<file path="src/rtl/mem_trace_pkg.sv">
// Shared types and constants for the memory trace monitor.
package mem_trace_pkg;

  localparam int CNT_W       = 16;
  localparam int TRACE_MAX_W = 32;

  typedef enum logic [1:0] {
    ST_IDLE = 2'd0,
    ST_RUN  = 2'd1,
    ST_DONE = 2'd2
  } state_t;

  typedef enum logic {
    KIND_RD = 1'b0,
    KIND_WR = 1'b1
  } trace_kind_t;

  typedef struct packed {
    trace_kind_t            kind;
    logic [TRACE_MAX_W-1:0] adr;
    logic [TRACE_MAX_W-1:0] data;
  } trace_entry_t;

  function automatic logic [CNT_W-1:0] sat_inc(
    input logic [CNT_W-1:0] v,
    input logic             en
  );
    return (en && (v != '1)) ? v + CNT_W'(1) : v;
  endfunction

endpackage

</file>
<file path="src/rtl/trace_fifo.sv">
// Trace FIFO: power-of-two depth, wrapping pointers, push+pop when full.
module trace_fifo #(
  parameter int W     = 17,
  parameter int DEPTH = 8
) (
  input  logic         clk_i,
  input  logic         rst_ni,
  input  logic         push_i,
  input  logic         pop_i,
  input  logic [W-1:0] data_i,
  output logic [W-1:0] data_o,
  output logic         full_o,
  output logic         empty_o
);

  localparam int AW = $clog2(DEPTH);
  localparam int CW = AW + 1;

  logic [W-1:0]  mem_q [DEPTH];
  logic [AW-1:0] wr_q, rd_q;
  logic [CW-1:0] cnt_q;
  logic          push_ok, pop_ok;

  assign empty_o = (cnt_q == '0);
  assign full_o  = (cnt_q == CW'(DEPTH));
  assign pop_ok  = pop_i & ~empty_o;
  // A full FIFO still takes a push when the head leaves in the same cycle.
  assign push_ok = push_i & (~full_o | pop_ok);
  assign data_o  = mem_q[rd_q];

  always_ff @(posedge clk_i) begin
    if (push_ok) begin
      mem_q[wr_q] <= data_i;
    end
  end

  always_ff @(posedge clk_i or negedge rst_ni) begin
    if (!rst_ni) begin
      wr_q  <= '0;
      rd_q  <= '0;
      cnt_q <= '0;
    end else begin
      if (push_ok) begin
        wr_q <= wr_q + AW'(1);
      end
      if (pop_ok) begin
        rd_q <= rd_q + AW'(1);
      end
      cnt_q <= cnt_q + CW'(push_ok) - CW'(pop_ok);
    end
  end

endmodule

</file>
<file path="src/rtl/mem_trace_monitor.sv">
// Bus monitor: end-of-test pass/fail, event counters, trace FIFO.
// MEM_TRACE_READS_EN: also push read events into the trace.
module mem_trace_monitor
  import mem_trace_pkg::*;
#(
  parameter int WIDTH      = 8,
  parameter int DEPTH      = 8,
  parameter int CHECK_ADR  = 76,
  parameter int CHECK_DATA = 7,
  parameter int TIMEOUT    = 1000
) (
  input  logic             clk,
  input  logic             reset,
  input  logic             memread,
  input  logic             memwrite,
  input  logic [WIDTH-1:0] adr,
  input  logic [WIDTH-1:0] writedata,
  input  logic [WIDTH-1:0] memdata,
  input  logic             kraj,
  output logic             trace_valid,
  input  logic             trace_ready,
  output logic             trace_kind,
  output logic [WIDTH-1:0] trace_adr,
  output logic [WIDTH-1:0] trace_data,
  output logic             done,
  output logic             pass,
  output logic             fail,
  output logic             overflow,
  output logic             proto_err,
  output logic [CNT_W-1:0] wr_count,
  output logic [CNT_W-1:0] rd_count
);

  localparam int EW = 2 * WIDTH + 1;

`ifdef MEM_TRACE_READS_EN
  localparam logic READS_EN = 1'b1;
`else
  localparam logic READS_EN = 1'b0;
`endif

  state_t           state_q, state_d;
  logic             pass_q, pass_d;
  logic             fail_q, fail_d;
  logic             ovf_q, perr_q;
  logic [CNT_W-1:0] wr_cnt_q, rd_cnt_q;
  logic [31:0]      cyc_q;

  logic             run, wr_ev, rd_ev, both_ev;
  logic             push, pop, f_ovf;
  logic             adr_hit, dat_hit, to_hit;
  logic             f_full, f_empty;
  trace_kind_t      push_kind;
  logic [WIDTH-1:0] push_data;
  logic [EW-1:0]    f_din, f_dout;

  assign run     = (state_q == ST_RUN);
  assign wr_ev   = run & memwrite;
  // Simultaneous strobes are a protocol error and count as a write only.
  assign rd_ev   = run & memread & ~memwrite;
  assign both_ev = run & memread & memwrite;

  assign adr_hit = (adr == WIDTH'(CHECK_ADR));
  assign dat_hit = (writedata == WIDTH'(CHECK_DATA));
  assign to_hit  = (TIMEOUT != 0) &&
                   ((cyc_q + 32'd1) == 32'(TIMEOUT));

  assign push      = wr_ev | (READS_EN & rd_ev);
  assign pop       = trace_valid & trace_ready;
  assign f_ovf     = push & f_full & ~pop;
  assign push_kind = wr_ev ? KIND_WR : KIND_RD;
  assign push_data = wr_ev ? writedata : memdata;
  assign f_din     = {push_kind, adr, push_data};

  trace_fifo #(
    .W     (EW),
    .DEPTH (DEPTH)
  ) u_fifo (
    .clk_i   (clk),
    .rst_ni  (reset),
    .push_i  (push),
    .pop_i   (pop),
    .data_i  (f_din),
    .data_o  (f_dout),
    .full_o  (f_full),
    .empty_o (f_empty)
  );

  assign trace_valid = ~f_empty;
  assign trace_kind  = trace_valid & f_dout[EW-1];
  assign trace_adr   = trace_valid ? f_dout[EW-2 -: WIDTH] : '0;
  assign trace_data  = trace_valid ? f_dout[WIDTH-1:0] : '0;

  assign done      = (state_q == ST_DONE);
  assign pass      = pass_q;
  assign fail      = fail_q;
  assign overflow  = ovf_q;
  assign proto_err = perr_q;
  assign wr_count  = wr_cnt_q;
  assign rd_count  = rd_cnt_q;

  always_comb begin
    state_d = state_q;
    pass_d  = pass_q;
    fail_d  = fail_q;
    unique case (state_q)
      ST_IDLE: state_d = ST_RUN;
      ST_RUN: begin
        // The check write outranks halt and timeout.
        if (wr_ev && adr_hit) begin
          state_d = ST_DONE;
          pass_d  = dat_hit;
          fail_d  = ~dat_hit;
        end else if (kraj || to_hit) begin
          state_d = ST_DONE;
          fail_d  = 1'b1;
        end
      end
      ST_DONE: state_d = ST_DONE;
      default: state_d = ST_IDLE;
    endcase
  end

  always_ff @(posedge clk or negedge reset) begin
    if (!reset) begin
      state_q  <= ST_IDLE;
      pass_q   <= 1'b0;
      fail_q   <= 1'b0;
      ovf_q    <= 1'b0;
      perr_q   <= 1'b0;
      wr_cnt_q <= '0;
      rd_cnt_q <= '0;
      cyc_q    <= '0;
    end else begin
      state_q  <= state_d;
      pass_q   <= pass_d;
      fail_q   <= fail_d;
      ovf_q    <= ovf_q | f_ovf;
      perr_q   <= perr_q | both_ev;
      wr_cnt_q <= sat_inc(wr_cnt_q, wr_ev);
      rd_cnt_q <= sat_inc(rd_cnt_q, rd_ev);
      if (run) begin
        cyc_q <= cyc_q + 32'd1;
      end
    end
  end

endmodule

</file>
<file path="config.mk">
export PLATFORM = sky130hd
export DESIGN_NAME = mem_trace_monitor
export DESIGN_NICKNAME = d
export VERILOG_FILES = /design/src/rtl/mem_trace_pkg.sv /design/src/rtl/trace_fifo.sv /design/src/rtl/mem_trace_monitor.sv
export SDC_FILE = /design/constraint.sdc
export NUM_CORES = 1
export LEC_CHECK = 0
export CAP_MARGIN = 30
export CORE_MARGIN = 2
export CORE_UTILIZATION = 40
export DETAILED_ROUTE_END_ITERATION = 10
export SETUP_SLACK_MARGIN = 0.15
export SLEW_MARGIN = 20
export SYNTH_ARGS = -nofsm -noshare
export SYNTH_HDL_FRONTEND = slang
export SYNTH_SLANG_ARGS = --single-unit
export TNS_END_PERCENT = 10
</file>
<file path="constraint.sdc">
create_clock -name clk -period 3.35 [get_ports clk]
set_input_delay 0.67 -clock clk [delete_from_list [all_inputs] [get_ports clk]]
set_output_delay 0.67 -clock clk [all_outputs]
set_load 0.01 [all_outputs]
</file>
# After elaboration in Yosys (flattened, before gate mapping)
# Memory sizes are Yosys's and may differ from the RTL's.
# Cells that the tools add are included.
[totals]
register_bits = 80
ramBits = 136
inputBits = 30
output_inout_bits = 55
wordCells = 66
memories = 1
[memory_table]
columns = ["memory", "words", "width", "read_ports", "rd_ports_with_merged_regs", "wr", "line_no", "source"]
rows = [
  ["u_fifo.mem_q", 8, 17, 1, 0, 1, "trace_fifo.sv:19", "logic [W-1:0] mem_q [DEPTH];"],
]
[classes]
add_sub_neg = 7
eq_ne = 9
muxes = 11
bitwise_logic = 18
n_reduce_logical = 9
[op_table]
columns = ["op", "count"]
rows = [
  ["adder 16 x 1 -> 16 bit (second input constant)", 2],
  ["adder 32 x 1 -> 32 bit (second input constant)", 1],
  ["== test 32 x 10 -> 1 bit (second input constant)", 1],
  ["inequality test 16 bit (second input constant)", 2],
  ["two-way mux 8 bit", 3],
  ["bitwise AND 1 bit", 10],
  ["== test 8 x 3 -> 1 bit (second input constant)", 1],
  ["== test 8 x 7 -> 1 bit (second input constant)", 1],
  ["adder 3 x 1 -> 3 bit (second input constant)", 2],
  ["case mux 2 bit (3 select lines)", 1],
  ["two-way mux 1 bit", 5],
  ["inverter 1 bit", 5],
  ["adder 4 x 1 -> 4 bit", 1],
  ["== test 4 bit (second input constant)", 1],
  ["zero test 4 bit", 1],
  ["two-way mux 2 bit", 2],
  ["AND reduction 2 bit", 2],
  ["subtractor 4 x 1 -> 4 bit", 1],
  ["logical AND 1 bit", 3],
  ["inequality test 3 x 1 -> 1 bit (second input constant)", 1],
  ["OR 1 bit", 3],
  ["== test 2 x 1 -> 1 bit (second input constant)", 1],
  ["== test 2 bit (second input constant)", 1],
  ["zero test 2 bit", 1],
  ["other kinds (2)", 2],
]

# Logic depth before layout (Yosys ltp)
[depth]
ltp_word = 8
ltp_mapped = 13
mapped_depth_nobuf = 12

# Hierarchy
# From an unflattened synthesis, not the netlist that was laid out.
[unflattened]
hier_cells = 665
area_unflattened_um2 = 9854.5
[by_module_without_submodules]
columns = ["module", "instances", "cells_per_inst", "area_per_inst_um2", "seq_area_each_um2"]
rows = [
  ["trace_fifo", 1, 257, 5846.9, 4334.2],
  ["mem_trace_monitor", 1, 408, 4007.6, 1751.7],
]

# Least setup slack after synthesis
# Ideal clock, no wire load.
[synth_path]
kind = "register to register"
startpoint = "register u_fifo.cnt_q[2]"
endpoint = "memory u_fifo.mem_q[1][0] (enable)"
setup_ps = 441
t_arrival_ps = 3162
required_ps = 2909
path_slack_ps = -253
stages_incl_launch_ff = 10
path_buffers = 1
period_less_slack_ps = 3603
cell_sequence = "dfrtp_1 -> inv_1 -> ha_1 -> and2_1 -> clkbuf_1 -> inv_1 -> nand2_1 -> nand3_1 -> nand2_1 -> nor4b_1"
[synth_between]
elab_chain_len = 8
elab_cells_between_ends = 10
classes_between = "1 x eq/ne; 2 x mux; 6 x bitwise; 1 x reduce/logical"
[synth_lines]
columns = ["item", "line_no", "source"]
rows = [
  ["start: declaration", "trace_fifo.sv:21", "logic [CW-1:0] cnt_q;"],
  ["start signal: assignment", "trace_fifo.sv:49", "cnt_q <= cnt_q + CW'(push_ok) - CW'(pop_ok);"],
  ["zero test 4 bit (*)", "trace_fifo.sv:24", "assign empty_o = (cnt_q == '0);"],
  ["inverter 1 bit (*)", "mem_trace_monitor.sv:89", "assign trace_valid = ~f_empty;"],
  ["named net trace_valid", "mem_trace_monitor.sv:20", "output logic trace_valid,"],
  ["bitwise AND 1 bit", "mem_trace_monitor.sv:69", "assign pop = trace_valid & trace_ready;"],
  ["bitwise AND 1 bit (*)", "trace_fifo.sv:26", "assign pop_ok = pop_i & ~empty_o;"],
  ["OR 1 bit (*)", "trace_fifo.sv:28", "assign push_ok = push_i & (~full_o | pop_ok);"],
  ["bitwise AND 1 bit (*)", "trace_fifo.sv:28", ""],
  ["two-way mux 1 bit (*)", "trace_fifo.sv:32", "if (push_ok) begin"],
  ["two-way mux 1 bit (implied by the code) (*)", "trace_fifo.sv:33", "mem_q[wr_q] <= data_i;"],
  ["end: declaration", "trace_fifo.sv:19", ""],
]
# The timed path passes the listed nets; every way through them passes the cells marked *.

# Worst setup path in the final report
[layout_path]
startpoint = "register u_fifo.rd_q[0]"
endpoint = "output port trace_data[4]"
[layout_between]
elab_chain_len = 2
[layout_lines]
columns = ["item", "line_no", "source"]
rows = [
  ["start: declaration", "trace_fifo.sv:20", "logic [AW-1:0] wr_q, rd_q;"],
  ["start signal: assignment", "trace_fifo.sv:47", "rd_q <= rd_q + AW'(1);"],
  ["memory read (8 x 17 bit)", "-", ""],
  ["two-way mux 8 bit", "mem_trace_monitor.sv:92", "assign trace_data = trace_valid ? f_dout[WIDTH-1:0] : '0;"],
  ["end: declaration", "mem_trace_monitor.sv:24", "output logic [WIDTH-1:0] trace_data,"],
]
# No other way between the ends.

==> metrics.txt <==
status finished clean; Die Y roughly 160 um; Initial DRT Pass Iterations 4; Final Max Slew Viols 0; Fillers between 2000 and 2500; DIE AREA 25500 um^2; CP max-delay cell mux4_2; I/O Buffers 84; CP Max Fanout 20; Tmin final a little over 3 ns; Final Non-Filler Cells around 1100; DRT iter0 DRCs 417; Area Growth Syn to Fin 22.3%; CTS tree done; grt total ovfl 0; post-synthesis cell count 677; gpl congestion between 0.8 and 0.9; commonest non-fill, non-tap cells in the layout edfxtp_1 (136), clkdlybuf4s50_1 (83), dfrtp_1 (79); Primary FF master, synth edfxtp_1; die width roughly 160 um; Inserted Clock Buffers 24; Avg Cell Area, Syn 14.3 um^2; share of cells above drive strength 1 ~15%; peak supply drop between 0.0003 and 0.0004 V; core area between 20000 and 25000 um^2; Clock Path Buffers 3; Crit path max-delay family multiplexers; Vias 5906; synthesized area 9680 um^2; WL/cell ~19 um; number of I/O pins 85; Startpoint Class register; antenna-violating nets left 0; area occupied by multi-input gates about 3400 um^2; RSZ-0062 raised after global routing true; Worst setup EP type output port; Sink Count roughly 220; Hold Slack around 0.066 ns; Cell Pwr Density 719 nW/um^2; most common cell after layout, fill and taps aside edfxtp_1; Sequential Area approximately 6100 um^2; Synth async-reset ratio a little under two fifths; max incr delay on CP between 0.5 and 0.6 ns; drt drc 0; Max-slew headroom roughly three fifths; P_leak about 0.0044 uW; Tcrit/Tclk final 92.6%; HP Class in2async; Arr. time, crit path 2.43 ns; # Max-Cap Violations 0; worst-margin pin slew around 0.59 ns; Final Setup Violations 0; synth warn 0; CP required 2.68 ns; Yosys reg bits roughly 220; GRT Util Overall ~16%; register area share after synthesis a little over three fifths; starting density of the core 41.0%; diodes inserted 0; syn_nets just over 700; first-pass GRT wire length about 34000 um; CTS clk-pin slew, worst paths approximately 0.06 ns; final hold vios 0; DP HPWL ~14000 um; fmax 0.322 GHz; clk_lat worst skew about 0.5 ns; initial antenna violation count 0; number of synthesized flops with an enable pin 136; crit path cell chain buf_12 -> mux4_2 -> mux2i_2 -> nor2_1 -> clkdlybuf4s50_1; Placed Instances 1066; clock skew approximately 0.011 ns; crit path buf inv count 2; crit path kind reg2out; FP Rows 56; vias in the first global route 6076; Nets approximately 800; largest net degree at the start of global routing slightly below 60; htree depth 1; DR vias/cell 5.31; overall power of the completed layout ~8500 uW; routed wire length 21000 um; Root Buffer Master clkbuf_16; post-synth cell types 62
[power breakdown]
group          leakage, uW  total (uW)  internal [uW]  switching, uW
Combinational      0.00174        2440           1280           1160
Sequential         0.00229        3360           3130            233
Clock             0.000401        2710           1700           1010
Total              0.00444        8510           6110           2400
[per-layer routing]
metal	vias up	wire length, um	global-route usage, %
met3	37	1270	3.70
li1	2729	-	-
met5	-	0	0
met4	0	420	4.83
met2	159	9970	26.8
met1	2981	9290	22.2
[flip-flops by register name (all words and copies together), names as in the netlist]
name / flops
cyc_q: 32
u_fifo.cnt_q: 4
rd_count: 16
overflow: 1
fail: 1
proto_err: 1
u_fifo.rd_q: 3
pass: 1
state_q: 2
wr_count: 16
u_fifo.mem_q: 136
u_fifo.wr_q: 3
[worst paths after layout]
path                       slack [ns]  depth (start not counted)                    endpoint                       start
max reg2reg                      0.39                          8      state_q[0]$_DFFE_PN0P_        cyc_q[0]$_DFFE_PN0N_
min in group clk                 0.47                          1         proto_err$_DFF_PN0_         proto_err$_DFF_PN0_
min                              0.07                          1       cyc_q[18]$_DFFE_PN0N_                       reset
min reg2reg                      0.47                          1         proto_err$_DFF_PN0_         proto_err$_DFF_PN0_
max                              0.25                          5               trace_data[4]  u_fifo.rd_q[0]$_DFFE_PN0P_
max in group asynchronous        2.67                          2  u_fifo.rd_q[0]$_DFFE_PN0P_                       reset
[stage by stage]
| stage | setup TNS, ns | util (%) | cell area, um^2 | setup WS (ns) |
|---|---|---|---|---|
| final | 0 | 50.1 | 11800 | 0.249 |
| after global routing | 0 | 50.1 | 11800 | 0.130 |
| after CTS | 0 | 50.1 | 11800 | 0.174 |
| after detailed placement | 0 | 46.5 | 11000 | 0.388 |
| after global placement | 0 | 46.4 | 11000 | 0.473 |
| after floorplan | -1.11 | - | 9690 | -0.0655 |
[worst register-to-register path, cell delays in order (launching register included)]
cell and delay (ns):
dfrtp_1 0.42, ha_1 0.28, nand4_1 0.23, or2_2 0.39, or4_4 0.50, xnor2_2 0.14, nor4_1 0.43, a21oi_2 0.13
mux2_1 0.32
[area by class of cell]
| type | count | area share [%] |
|---|---|---|
| timing repair buffer | 105 | 8.72 |
| multi-input combinational | 412 | 28.9 |
| clock inverter | 14 | 1.39 |
| tap | 319 | 3.37 |
| sequential | 216 | 51.5 |
| inverter | 16 | 0.508 |
| clock buffer | 30 | 5.61 |
[timing repair]
action | in CTS | in global routing
endpoints found under the setup margin | 12 | 7
hold buffers | 0 | 0
setup buffers | 2 | 0
pin swaps | 0 | 0
gates resized for setup | 1 | 2
[kinds of logic after synthesis]
kind of cell | after synthesis | share of synthesized area [%]
buf+inv | 49 | 2.26
flops | 216 | 62.9
compound gates | 23 | 1.75
mux | 59 | 10.6
xor+xnor | 73 | 6.68
fa+ha+maj | 15 | 2.02
simple gates | 242 | 13.8
[Yosys cell counts (all sizes together), types with 3 or more instances]
cell | instances | area (um^2)
o31ai | 3 | 22.5
mux2 | 7 | 78.8
nor4b | 5 | 43.8
nor2b | 3 | 18.8
nor4 | 11 | 105
nor3 | 14 | 75.1
inv | 16 | 60.1
edfxtp | 136 | 4080
mux2i | 18 | 180
nand4 | 25 | 169
ha | 14 | 175
and2 | 4 | 25.0
clkbuf | 15 | 58.8
nor3b | 3 | 22.5
nand3 | 35 | 193
buf | 18 | 100
a211oi | 3 | 22.5
and3 | 15 | 96.3
and4 | 9 | 80.1
nand2 | 62 | 233
dfrtp | 80 | 2000
xor2 | 29 | 254
a21oi | 4 | 23.8
or3 | 4 | 26.3
nor2 | 39 | 146
xnor2 | 44 | 393
mux4 | 34 | 766
or4 | 5 | 45.0
Note: power is estimated with default switching activity, not from simulation.
==> patch: new RTL, config.mk and constraints unchanged <==
Set the localparam `READS_EN` to 1'b1 (it was 1'b0).
--- a/src/rtl/mem_trace_monitor.sv
+++ b/src/rtl/mem_trace_monitor.sv
@@ -37,5 +37,5 @@
   localparam logic READS_EN = 1'b1;
 `else
-  localparam logic READS_EN = 1'b0;
+  localparam logic READS_EN = 1'b1;
 `endif
 
Formal check against the unedited RTL: not equivalent (Yosys sat finds a counterexample within 4 cycles, from zero or initial values and one cycle with reset low).
==> patch against the original RTL <==
- wire length decreased by 3.6%
- critical path depth unchanged
- design area decreased by 0.82%
- total power decreased by 1.6%
- area after synthesis increased by 0.31%
- sequential cell count unchanged
- setup slack improved by 0.040 ns
- critical path type unchanged
- highest routed layer unchanged
==> patch: results (changes against the original RTL) <==
Outcome
  • Status: completed

Drt
  • Initial DRC count: 358 (-14%)
  • Routed WL: 20200 microns (-3.6%)
  • First-pass detailed-route iteration total: 5 (+1)
  • DR vias/cell: 5.29 (-0.48%)
  • Vias: 5809 (-1.6%)

Logic synthesis
  • Top cells by count, synth: edfxtp_1 (136), dfrtp_1 (80), xnor2_1 (49)
  • Synthesized net count: 706 (-2.2%)
  • Fraction of registers with async set/reset: 0.370 (unchanged)
  • Sequential cell area fraction in the yosys report: 0.627 (-0.00194)
  • Ys flop type: edfxtp_1
  • Synth top area cells: edfxtp_1 (42%), dfrtp_1 (21%), mux4_2 (7.9%)
  • Syn avg cell area: 14.7 sq um (+2.7%)
  • Synth cell types: 70 (+13%)

Timing
  • Worst Skew: 0.00704 ns (-0.00413 ns)
  • Slew headroom: 0.526 (-0.0728)
  • Slack of the critical path: 0.289 ns (+0.0399 ns)
  • Final hold viol count: 0 (unchanged)

Worst setup path
  • Crit-path max FO: 14 (-30%)
  • Worst reg2reg path depth: 7 (-1)
  • WP data arrival: 2.39 ns (-0.04 ns)
  • Reg-to-reg slack, setup: 0.65 ns (+0.26 ns)
  • Reg-to-reg startpoint: cyc_q[8]$_DFFE_PN0N_

Placement
  • Hpwl dp: 13500 microns (-1.7%)
  • GPL Wtd Cong: 0.833 (-6.3%)
  • Cells after DPL: 1057 (-0.84%)
  • Pre-CTS WS: 0.456 ns (+0.0682 ns)

Power
  • Worst VDD drop: 0.316 mV (-15%)
  • Leakage: 4.42 nW (-0.36%)

GRT
  • Vias in the first global route: 6013 (-1.0%)
  • Global-route wire length before repair: 32700 microns (-2.4%)
  • Largest net degree at the start of global routing: 43 (-26%)
  • GRT Resource Usage Total: 0.159 (-0.00583)

CTS
  • H-Tree Depth: 1 (unchanged)
  • CTS Buf Count: 23 (-4.2%)
  • Clock root cell: clkbuf_16
  • Bufs on Longest Clock Path: 3 (unchanged)

Final layout
  • Nets: 805 (-1.8%)
  • Fill count: 2140 (+4.7%)
  • Share of cells above drive strength 1: 0.168 (+0.0152)
## patch: changes by cell type after synthesis, moves of 5 or more
cell,unedited run,this run
a31oi_1,0,5
and4_1,8,1
mux2_2,4,13
nand2_1,62,31
nand3_1,33,39
nand4_1,23,17
nor2_1,39,48
nor4_1,8,2
xnor2_1,43,49
xor2_1,29,24
## patch: kinds of logic after synthesis
| family | after synthesis | share of synthesized area |
|---|---|---|
| muxes | 68 | 0.116 |
| xor gates and xnor gates | 73 | 0.0659 |
| buffers and inverters | 49 | 0.0249 |
| AOI/OAI and AO/OA | 36 | 0.0296 |
| adders and majority gates | 15 | 0.0201 |
| and+or+nand+nor | 204 | 0.117 |
| DFF | 216 | 0.627 |
## patch: routing by layer
metal  track usage  wire length, microns  vias up
li1              -                     -     2677
met4        0.0328                   276        0
met5             0                     0        -
met3        0.0299                  1350       22
met2         0.266                  9850      165
met1         0.218                  8730     2945
## patch: worst max path at each step
| stage | start | to | cells after the start |
|---|---|---|---|
| after global placement | trace_ready | u_fifo.mem_q[1][4]$_DFFE_PP_ | 6 |
| after floorplan | u_fifo.cnt_q[2]$_DFF_PN0_ | u_fifo.mem_q[1][0]$_DFFE_PP_ | 9 |
| after global routing | u_fifo.rd_q[0]$_DFFE_PN0P_ | trace_kind | 5 |
| after CTS | u_fifo.rd_q[1]$_DFFE_PN0P_ | trace_kind | 5 |
| after detailed placement | trace_ready | u_fifo.mem_q[0][0]$_DFFE_PP_ | 6 |
| final | u_fifo.rd_q[0]$_DFFE_PN0P_ | trace_kind | 5 |
## patch: timing repair
item	in CTS	in global routing
gates resized for setup	0	2
gates cloned	0	1
setup buffers	1	0
setup endpoints to repair	17	2
## patch: critical path, stage by stage, from the launching register on
cell and delay [ns]:
dfrtp_2 0.44, buf_12 0.20, mux4_2 0.51, mux2i_1 0.18, nor2_1 0.09, clkdlybuf4s50_1 0.49
## patch: cell type report
| cell class | instances | share of cell area |
|---|---|---|
| tap | 324 | 0.0345 |
| inverter | 20 | 0.00640 |
| timing repair buffer | 103 | 0.0878 |
| sequential | 216 | 0.519 |
| clock inverter | 17 | 0.0145 |
| clock buffer | 23 | 0.0490 |
| multi-input combinational | 396 | 0.289 |
## patch: per-stage QoR
step	cell area [sq um]	power, mW	utilization	hold slack (ns)
floorplan	9710	4.91	-	0.374
global placement	10900	5.87	0.453	0.462
detailed placement	11000	5.93	0.454	0.472
CTS	11700	8.45	0.486	0.176
global route	11700	8.83	0.487	0.191
finish	11700	8.37	0.487	0.157
## patch: power by group
group / switching [mW] / internal [mW]
clock: 1.00 / 1.49
sequential: 0.218 / 3.16
combinational: 1.17 / 1.33
total: 2.40 / 5.98
